--- src/rtl/ysyx_22040759_wbu.sv ---
// Writeback unit: formats load data, holds one result in a stage register, drives the GPR write port.
// Optional decode bypass of the in-flight result when YSYX_22040759_WB_BYPASS_EN is defined.
module ysyx_22040759_wbu #(
  parameter int unsigned XLEN  = 32,
  parameter int unsigned CNT_W = 64
) (
  input  logic             clk,
  input  logic             rst,
  input  logic             in_valid,
  output logic             in_ready,
  input  logic [4:0]       in_rd,
  input  logic             in_rd_wen,
  input  logic             in_sel,
  input  logic [XLEN-1:0]  in_alu_res,
  input  logic [XLEN-1:0]  in_ld_data,
  input  logic [1:0]       in_ld_off,
  input  logic [2:0]       in_ld_funct3,
  input  logic             wb_stall,
  output logic             gpr_wen,
  output logic [4:0]       gpr_waddr,
  output logic [XLEN-1:0]  gpr_wdata,
  output logic             retire,
  output logic [CNT_W-1:0] instret
`ifdef YSYX_22040759_WB_BYPASS_EN
  ,
  output logic             byp_valid,
  output logic [4:0]       byp_rd,
  output logic [XLEN-1:0]  byp_data
`endif
);

  logic            st_valid;
  logic [4:0]      st_rd;
  logic            st_wen;
  logic [XLEN-1:0] st_data;

  logic [7:0]      ld_byte;
  logic [15:0]     ld_half;
  logic [XLEN-1:0] ld_fmt;
  logic [XLEN-1:0] wb_data;
  logic            accept;

  // Byte/half lane select from the address offset; half ignores off[0]
  always_comb begin
    ld_byte = 8'h00;
    case (in_ld_off)
      2'd0:    ld_byte = in_ld_data[7:0];
      2'd1:    ld_byte = in_ld_data[15:8];
      2'd2:    ld_byte = in_ld_data[23:16];
      default: ld_byte = in_ld_data[31:24];
    endcase
    ld_half = in_ld_off[1] ? in_ld_data[31:16] : in_ld_data[15:0];
  end

  // Reserved funct3 codes fall through to a full-word load
  always_comb begin
    ld_fmt = in_ld_data;
    case (in_ld_funct3)
      3'b000:  ld_fmt = {{(XLEN-8){ld_byte[7]}}, ld_byte};
      3'b100:  ld_fmt = XLEN'(ld_byte);
      3'b001:  ld_fmt = {{(XLEN-16){ld_half[15]}}, ld_half};
      3'b101:  ld_fmt = XLEN'(ld_half);
      default: ld_fmt = in_ld_data;
    endcase
    wb_data = in_sel ? ld_fmt : in_alu_res;
  end

  assign in_ready  = !st_valid || !wb_stall;
  assign accept    = in_valid && in_ready;
  assign retire    = st_valid && !wb_stall;
  assign gpr_wen   = st_valid && st_wen && (st_rd != 5'd0) && !wb_stall;
  assign gpr_waddr = st_rd;
  assign gpr_wdata = st_data;

`ifdef YSYX_22040759_WB_BYPASS_EN
  assign byp_valid = st_valid && st_wen && (st_rd != 5'd0);
  assign byp_rd    = st_rd;
  assign byp_data  = st_data;
`endif

  // Stage register: refill on accept, otherwise empty on retire
  always_ff @(posedge clk or negedge rst) begin
    if (!rst) begin
      st_valid <= 1'b0;
      st_rd    <= 5'd0;
      st_wen   <= 1'b0;
      st_data  <= '0;
    end else if (accept) begin
      st_valid <= 1'b1;
      st_rd    <= in_rd;
      st_wen   <= in_rd_wen;
      st_data  <= wb_data;
    end else if (retire) begin
      st_valid <= 1'b0;
    end
  end

  // Retired-instruction counter, wraps naturally
  always_ff @(posedge clk or negedge rst) begin
    if (!rst) begin
      instret <= '0;
    end else if (retire) begin
      instret <= instret + CNT_W'(1);
    end
  end

endmodule

--- config.mk ---
export PLATFORM = sky130hd
export DESIGN_NAME = ysyx_22040759_wbu
export DESIGN_NICKNAME = d
export VERILOG_FILES = /design/src/rtl/ysyx_22040759_wbu.sv
export SDC_FILE = /design/constraint.sdc
export NUM_CORES = 1
export LEC_CHECK = 0
export ABC_CLOCK_PERIOD_IN_PS = 2220
export CAP_MARGIN = 20
export CELL_PAD_IN_SITES_DETAIL_PLACEMENT = 0
export CELL_PAD_IN_SITES_GLOBAL_PLACEMENT = 1
export CORE_AREA = 2 2 128 130
export DETAILED_ROUTE_END_ITERATION = 7
export DIE_AREA = 0 0 130 132
export MAX_ROUTING_LAYER = met4
export PLACE_DENSITY = 0.91
export SLEW_MARGIN = 25
export SYNTH_ARGS = -nofsm -noshare
export SYNTH_HDL_FRONTEND = slang
export SYNTH_SLANG_ARGS = --single-unit
--- constraint.sdc ---
create_clock -name clk -period 2.22 [get_ports clk]
set_clock_uncertainty 0.05 [all_clocks]
set_input_delay 0.444 -clock clk [delete_from_list [all_inputs] [get_ports clk]]
set_output_delay 0.444 -clock clk [all_outputs]
set_load 0.05 [all_outputs]
== Word-level counts from Yosys, hierarchy flattened ==
Index checks and enable logic that the tools add are counted.
Storage, ports and cells
  memory bits (read-only): 0
  register bits after elaboration: 103
  memory bits (writable): 0
  bits in latches: 0
  memories: 0
Cells by class
  bitwise operators: 0
  mux-type cells: 6
  add/subtract/negate cells: 1
  shift-type cells: 0
  reduce and logical (&&, ||, !) cells: 12
  $mul: 0
  equality and inequality tests: 5
  divide/modulo/power cells: 0
  order comparisons: 0
Operators by type and width (count)
  $pmux W32 S4: 1
  $add A64 B1 Y64 const B: 1
  $mux W32: 1
  $pmux W8 S3: 1
  $mux W16: 1
  $eq A3 B3 Y1 const B: 2
  $logic_and A1 B1 Y1: 5
  $reduce_bool A5 Y1: 1
  $eq A3 B1 Y1 const B: 1
  $logic_not A3 Y1: 1
  $eq A2 B1 Y1 const B: 1
  $eq A2 B2 Y1 const B: 1
  $logic_not A1 Y1: 2
  $logic_not A2 Y1: 1
  $mux W1: 2
  $reduce_bool A2 Y1: 1
  $logic_or A1 B1 Y1: 1

== Longest topological paths before layout ==
Gate-level depths: netlist of run 1.
  word-level depth: 4
  gate-level depth with buffers: 7

== Least setup slack after synthesis of run 1 ==
Ideal clock, no wire load.
  path kind: reg-to-reg
  from: reg instret[0]
  to: reg instret[18]
  required time: 2.028 ns
  setup time: 0.142 ns
  slack: 0.007 ns
  arrival: 2.021 ns
  buffers on the path: 0
  period minus slack after synthesis: 2.213 ns
  stages on the path, launching flop included: 7
  cells stage by stage: dfrtp_1 > ha_1 > nand3_1 > or2_2 > nor4_2 > nand4_1 > xnor2_1
Between the ends
  cells in the longest elaborated chain, start to end: 1
RTL lines
  from (decl): RTL line 23  | output logic [CNT_W-1:0] instret
  from (signal assigned): RTL line 103  | instret <= instret + CNT_W'(1);
  $add A64 B1 Y64: RTL line 103
No other way between the ends.
A chain may end at the register's enable or synchronous reset.

== Worst setup path after layout of run 1 ==
  from: reg st_rd[3], in the netlist gpr_waddr[3]
  to: out gpr_wen
Between the ends
  cells in the longest elaborated chain, start to end: 3
RTL lines
  from (decl): RTL line 33  | logic [4:0] st_rd;
  from (signal assigned): RTL line 90  | st_rd <= in_rd;
  $reduce_bool A5 Y1: RTL line 71  | assign gpr_wen = st_valid && st_wen && (st_rd != 5'd0) && !wb_stall;
  $logic_and A1 B1 Y1 (2 in series): RTL line 71
  to (decl): RTL line 19  | output logic gpr_wen,
No other way between the ends.

==> impl_metrics.csv, run 1 <==
group,metric,value,unit
synth,synth_top_cell_by_area,"dfrtp_1",
floorplanning,initial_utilization,0.3344,
pwr,power.switching,1865,uW
pwr,cellPowerDensity,661.8,mW/mm^2
layout,diodes,0,
synth,synth_edf_count,0,
sta,rsz0062_at_grt,"yes",
pwr,leakage,0.003542,uW
clock_network,clock_sinks,103,
layout,final_area,0.007979,sq mm
floorplanning,die_w,130,microns
route,dr.first_iter.drc_count,364,
layout,stdcell_count,994,
pwr,pwr-share-comb,0.288,
grt,antenna_found_initial,0,
synth,synth_area_per_cell,9.315,sq um
route,drcViolationCount,0,
synth,synth_ff_type,"dfrtp_1",
synth,synth_top_area_share,0.4906,
route,drt_first_pass_iters,5,
clock_network,root_buffer,"clkbuf_16",
placed_design,portBuffers,183,
synth,netlist_area,0.005254,sq mm
outcome,status,"finished clean",
sta,fmax,0.4604,GHz
floorplanning,core,0.01571,sq mm
hold_path,hp-class,"in -> async",
grt,grt_max_degree,67,
route,drt-total-wl,16390,microns
synth,ys_seq_elements,103,
synth,async_reset_ff_frac,1.000,
pwr,max-vdd-ir-drop,0.0003396,V
setup_path,cp-end-kind,"primary output",
placed_design,placed_cell_area,0.007617,sq mm
sta,holdWs,0.4129,ns
sta,post-route-min-period,2.172,ns
setup_path,crit_required,1.73,ns
clock_network,numCtsBuffers,9,
floorplanning,die_area,0.01716,sq mm
sta,finalCritPeriodShare,0.9784,
clock_network,clockBufferDepth,2,
pwr,clockPowerShare,0.298,
floorplanning,pin_count,184,
flow_run,max_cap_viol_count,0,
floorplanning,die_y,132,microns
route,vias,4994,
setup_path,start_kind,"flop",
sta,tightest_slew,0.5596,ns
route,vias_per_cell,5.024,
clock_network,cts-htree-levels,3,
synth,syn-num-nets,645,
clock_network,path_clk_slew,0.08,ns
sta,max-slew-margin-rel,0.6258,
pwr,total_power,5280,uW
synth,seq_area_frac_synth,0.4906,
route,post_drt_wl_per_cell,16.49,microns
synth,ys_warn_count,0,
placed_design,hpwl,12330,microns
layout,nNetsFinal,854,
sta,hold_viol_final,0,
sta,setup_viol,0,
floorplanning,rows,46,
sta,slew_viol_final,0,
grt,overflow,0,
pwr,intPower,3415,uW
clock_network,clkLatencyLatePin,0.35,ns
grt,grt_pass1_vias,4865,
synth,yosys-top-cells-area,"dfrtp_1, nand2_1, o21ai_0, xor2_1, xnor2_1",
synth,synth_cell_types,48,
placed_design,dp_cells,976,
placed_design,globalplace.congestion,0.9120,
clock_network,cts_tree,"yes",
layout,syn_to_final_growth,51.87,%
setup_path,crit_type,"reg -> out",
layout,drive_gt1_frac,0.1080,
setup_path,worstPathArrival,1.68,ns
grt,track_usage,0.1959,
synth,synthCells,564,
grt,grt_pass1_wl,25420,microns
setup_path,path_max_fanout,3,
route,ant_nets,0,
pwr,seq_power_share,0.413,
pwr,switching_share,0.3532,
-- cell type report --
class / instances / area [sq um]
Clock buffer: 10 / 239.0
Fill cell: 1485 / 7734
Timing Repair Buffer: 224 / 2233
Clock inverter: 6 / 50.05
Multi-Input combinational cell: 421 / 2556
Inverter: 14 / 52.55
Tap cell: 216 / 270.3
Sequential cell: 103 / 2577
-- cells in the mapped netlist (3+ instances only) --
| library cell | count |
|---|---|
| dfrtp_1 | 103 |
| xor2_1 | 33 |
| nand2b_1 | 11 |
| o21ai_0 | 66 |
| xnor2_1 | 30 |
| nor2_1 | 27 |
| nand4_1 | 21 |
| a21oi_1 | 27 |
| nor4_1 | 3 |
| clkbuf_1 | 21 |
| nor4_2 | 5 |
| o211a_1 | 6 |
| a221oi_1 | 7 |
| a31oi_1 | 8 |
| nor2b_1 | 4 |
| and3_1 | 6 |
| nand2_1 | 103 |
| nand3_1 | 15 |
| inv_1 | 14 |
| or2_2 | 3 |
| nor3_1 | 17 |
-- per-stage QoR --
step | setup TNS, ns | util | worst slack [ns]
after floorplan | 0 | - | 0.007465
after global placement | -4.965 | 0.4848 | -0.2209
after detailed placement | -8.127 | 0.4848 | -0.3522
after CTS | 0 | 0.5039 | 0.002354
after global routing | 0 | 0.5078 | 0.0001483
final | 0 | 0.5078 | 0.04800
-- metal layers --
layer | vias to the layer above | share of wire | global-route usage
met2 | 191 | 0.48 | 0.3127
met1 | 2405 | 0.43 | 0.2430
met5 | - | 0 | -
li1 | 2381 | - | -
met4 | 0 | 0.017 | 0.06511
met3 | 17 | 0.070 | 0.04789
-- kinds of logic after synthesis --
family / count (synthesis) / share of synthesized area
compound gates: 123 / 0.1398
xor+xnor: 63 / 0.1050
fa+ha+maj: 1 / 0.002381
buf+inv: 40 / 0.03072
flops: 103 / 0.4906
mux: 3 / 0.006192
simple gates: 231 / 0.2253
-- power groups by stage --
stage / Sequential (uW) / Combinational (uW) / Clock [uW]
2_1_floorplan: 2720 / 310 / 0
3_3_place_gp: 2210 / 1500 / 0
3_5_place_dp: 2210 / 1520 / 0
4_1_cts: 2180 / 1520 / 1630
5_1_grt: 2210 / 1610 / 1690
6_report: 2180 / 1520 / 1570
-- critical path, stage by stage, from the launching register on --
cell	delay, ns
dfrtp_1	0.40
or3_4	0.40
o311a_4	0.38
buf_12	0.15
-- state kept, by name (all words and copies together), names as in the netlist --
signal	flops
st_valid	1
instret	64
gpr_wdata	32
gpr_waddr	5
st_wen	1
-- layout by cell type (no fill, tap or decap), drive strengths merged, types with 3 or more instances in the layout --
cell	Yosys	layout
a21oi	27	27
a221oi	7	7
a31oi	8	8
and2	3	3
and3	6	6
buf	4	44
clkbuf	22	10
clkdlybuf4s50	0	177
dfrtp	103	103
inv	14	18
nand2	103	103
nand2b	11	11
nand3	17	17
nand4	24	24
nor2	27	27
nor2b	4	4
nor3	20	20
nor4	8	8
o211a	6	6
o21ai	67	67
or2	4	4
xnor2	30	30
xor2	33	33
-- path summary, 6_finish.rpt --
path,cells after the start,start,slack (ns),end
min,2,rst,0.41,instret[16]
min reg2reg,2,gpr_wdata[4],0.43,gpr_wdata[4]
max reg2reg,6,instret[0],0.26,instret[18]
min in group clk,2,gpr_wdata[4],0.43,gpr_wdata[4]
max,3,gpr_waddr[3],0.05,gpr_wen
max in group asynchronous,3,rst,1.09,gpr_wdata[21]
-- timing repair --
action                     CTS  global route
gates resized for setup      2             6
pin swaps                    0             3
setup buffers                0             1
setup endpoints to repair    2            25
hold endpoints to repair     5             0
hold buffers                 1             0
Power figures use the tool's default switching activity.
==> run 2: changes to the inputs <==
--- a/config.mk
+++ b/config.mk
@@ -9,11 +9,11 @@
 export CAP_MARGIN = 20
 export CELL_PAD_IN_SITES_DETAIL_PLACEMENT = 0
 export CELL_PAD_IN_SITES_GLOBAL_PLACEMENT = 1
-export CORE_AREA = 2 2 128 130
+export CORE_AREA = 2 2 148 150
 export DETAILED_ROUTE_END_ITERATION = 7
-export DIE_AREA = 0 0 130 132
+export DIE_AREA = 0 0 150 152
 export MAX_ROUTING_LAYER = met4
-export PLACE_DENSITY = 0.91
+export PLACE_DENSITY = 0.74
 export SLEW_MARGIN = 25
 export SYNTH_ARGS = -nofsm -noshare
 export SYNTH_HDL_FRONTEND = slang
==> constraint.sdc (replaced) <==
create_clock -name clk -period 2.22 [get_ports clk]
set_clock_uncertainty 0.05 [all_clocks]
set_input_delay 0.333 -clock clk [delete_from_list [all_inputs] [get_ports clk]]
set_output_delay 0.333 -clock clk [all_outputs]
set_load 0.05 [all_outputs]
==> impl_metrics.csv, run 2 (same netlist as run 1, synthesis figures left out) <==
group,metric,value,unit
outcome,status,"finished clean",
layout,stdcell_count,1058,
pwr,power.switching,1829,uW
layout,nNetsFinal,854,
setup_path,crit_family,"buffers and inverters",
clock_network,numCtsBuffers,9,
pwr,pwr-share-comb,0.282,
sta,slew_viol_final,0,
layout,drive_gt1_frac,0.1015,
layout,diodes,0,
sta,tns,0,ns
clock_network,root_buffer,"clkbuf_16",
layout,layout_common_cells,"clkdlybuf4s50_1, nand2_1, dfrtp_1",
pwr,clockPowerShare,0.310,
clock_network,path_clk_slew,0.07,ns
setup_path,critical_path.cell_chain,"clkdlybuf4s50_1",
floorplanning,pin_count,184,
sta,hold_viol_final,0,
setup_path,cp-end-kind,"primary output",
route,drt_first_pass_iters,4,
setup_path,worstPathArrival,1.69,ns
route,post_drt_wl_per_cell,16.55,microns
setup_path,path_max_fanout,6,
floorplanning,die_w,150,microns
layout,largest_reg_flops,64,
layout,regMostFlops,"instret",
grt,track_usage,0.1600,
setup_path,critical_path_buf_inv_count,1,
clock_network,clock_sinks,103,
sta,fmax,0.4823,GHz
placed_design,dp_cells,1041,
route,ant_nets,0,
sta,setup_viol,0,
grt,overflow,0,
layout,utilization,0.3758,
placed_design,portBuffers,183,
grt,grt_pass1_wl,27530,microns
pwr,cellPowerDensity,665.7,mW/mm^2
grt,antenna_found_initial,0,
placed_design,hpwl,13440,microns
flow_run,max_cap_viol_count,0,
setup_path,start_kind,"flop",
floorplanning,initial_utilization,0.2461,
setup_path,crit_type,"reg -> out",
clock_network,cts-htree-levels,3,
layout,nFillCells,2163,
setup_path,crit_required,1.84,ns
pwr,switching_share,0.3425,
sta,tightest_slew,0.9382,ns
layout,syn_to_final_growth,52.73,%
route,drcViolationCount,0,
setup_path,cp.depth,1,
grt,grt_pass1_vias,4903,
sta,holdWs,0.4075,ns
sta,finalCritPeriodShare,0.9339,
floorplanning,die_area,0.02280,sq mm
grt,grt_max_degree,39,
route,drt-total-wl,17510,microns
pwr,max-vdd-ir-drop,0.0003545,V
pwr,intPower,3512,uW
pwr,seq_power_share,0.408,
route,dr.first_iter.drc_count,160,
floorplanning,core,0.02135,sq mm
clock_network,cts_tree,"yes",
clock_network,clkLatencyLatePin,0.35,ns
placed_design,globalplace.congestion,0.8534,
pwr,leakage,0.003514,uW
sta,max-slew-margin-rel,0.3724,
sta,rsz0062_at_grt,"no",
hold_path,hp-class,"in -> async",
route,vias_per_cell,4.642,
floorplanning,die_y,152,microns
setup_path,cpMaxStageDelayCell,"clkdlybuf4s50_1",
setup_path,rr_worst_depth,6,
clock_network,clockBufferDepth,2,
floorplanning,rows,54,
route,vias,4911,
layout,final_common_cell,"clkdlybuf4s50_1",
setup_path,cpPeakStageDelay,0.86,ns
sta,post-route-min-period,2.073,ns
-- run 2: repair_timing --
item,in CTS,in global routing
resized for setup,0,0
endpoints found under the hold margin,28,0
buffers inserted,0,0
hold buffers,1,0
-- run 2: worst paths after layout --
path	start	end	slack (ns)
worst max-delay path	instret[4]	instret[4]	0.15
worst min-delay path	rst	instret[11]	0.41
worst max register to register	instret[0]	instret[42]	0.20
worst min register to register	gpr_wdata[29]	gpr_wdata[29]	0.43
max in group asynchronous	rst	gpr_wdata[2]	0.98
min in group clk	gpr_wdata[29]	gpr_wdata[29]	0.43
-- run 2: metrics by stage --
| stage | power, uW | setup WS, ns | area [sq um] |
|---|---|---|---|
| floorplan | 3031 | 0.007465 | 5254 |
| global placement | 3728 | -0.1406 | 7715 |
| detailed placement | 3736 | -0.2069 | 7715 |
| CTS | 5427 | 0.07617 | 8024 |
| global route | 5594 | 0.01553 | 8024 |
| finish | 5342 | 0.1467 | 8024 |
-- run 2: routing by layer --
layer | global-route usage | wire (microns)
met1 | 0.2069 | 7796
met3 | 0.04685 | 1529
met5 | - | 0
met2 | 0.2401 | 7824
met4 | 0.05211 | 361
-- run 2: cell type report --
type | count | area (sq um) | area share
clock buffer | 12 | 246.5 | 0.03072
clock inverter | 4 | 52.55 | 0.006549
inverter | 14 | 52.55 | 0.006549
multi-input combinational | 421 | 2515 | 0.3134
sequential | 103 | 2577 | 0.3212
tap | 280 | 350.3 | 0.04366
timing repair buffer | 224 | 2230 | 0.2779
-- run 2: power groups by stage --
stage / sequential (uW) / clock, uW / combinational (uW)
after global placement: 2220 / 0 / 1510
after floorplan: 2720 / 0 / 310
after CTS: 2180 / 1720 / 1530
after detailed placement: 2210 / 0 / 1520
final: 2180 / 1650 / 1510
after global routing: 2200 / 1800 / 1600
==> run 3: changes to the inputs <==
--- a/config.mk
+++ b/config.mk
@@ -14,6 +14,7 @@
 export DIE_AREA = 0 0 150 152
 export MAX_ROUTING_LAYER = met4
 export PLACE_DENSITY = 0.74
+export SKIP_CTS_REPAIR_TIMING = 1
 export SLEW_MARGIN = 25
 export SYNTH_ARGS = -nofsm -noshare
 export SYNTH_HDL_FRONTEND = slang
==> results of run 3 <==
Final layout, timing and power as in run 2 (identical DEF).
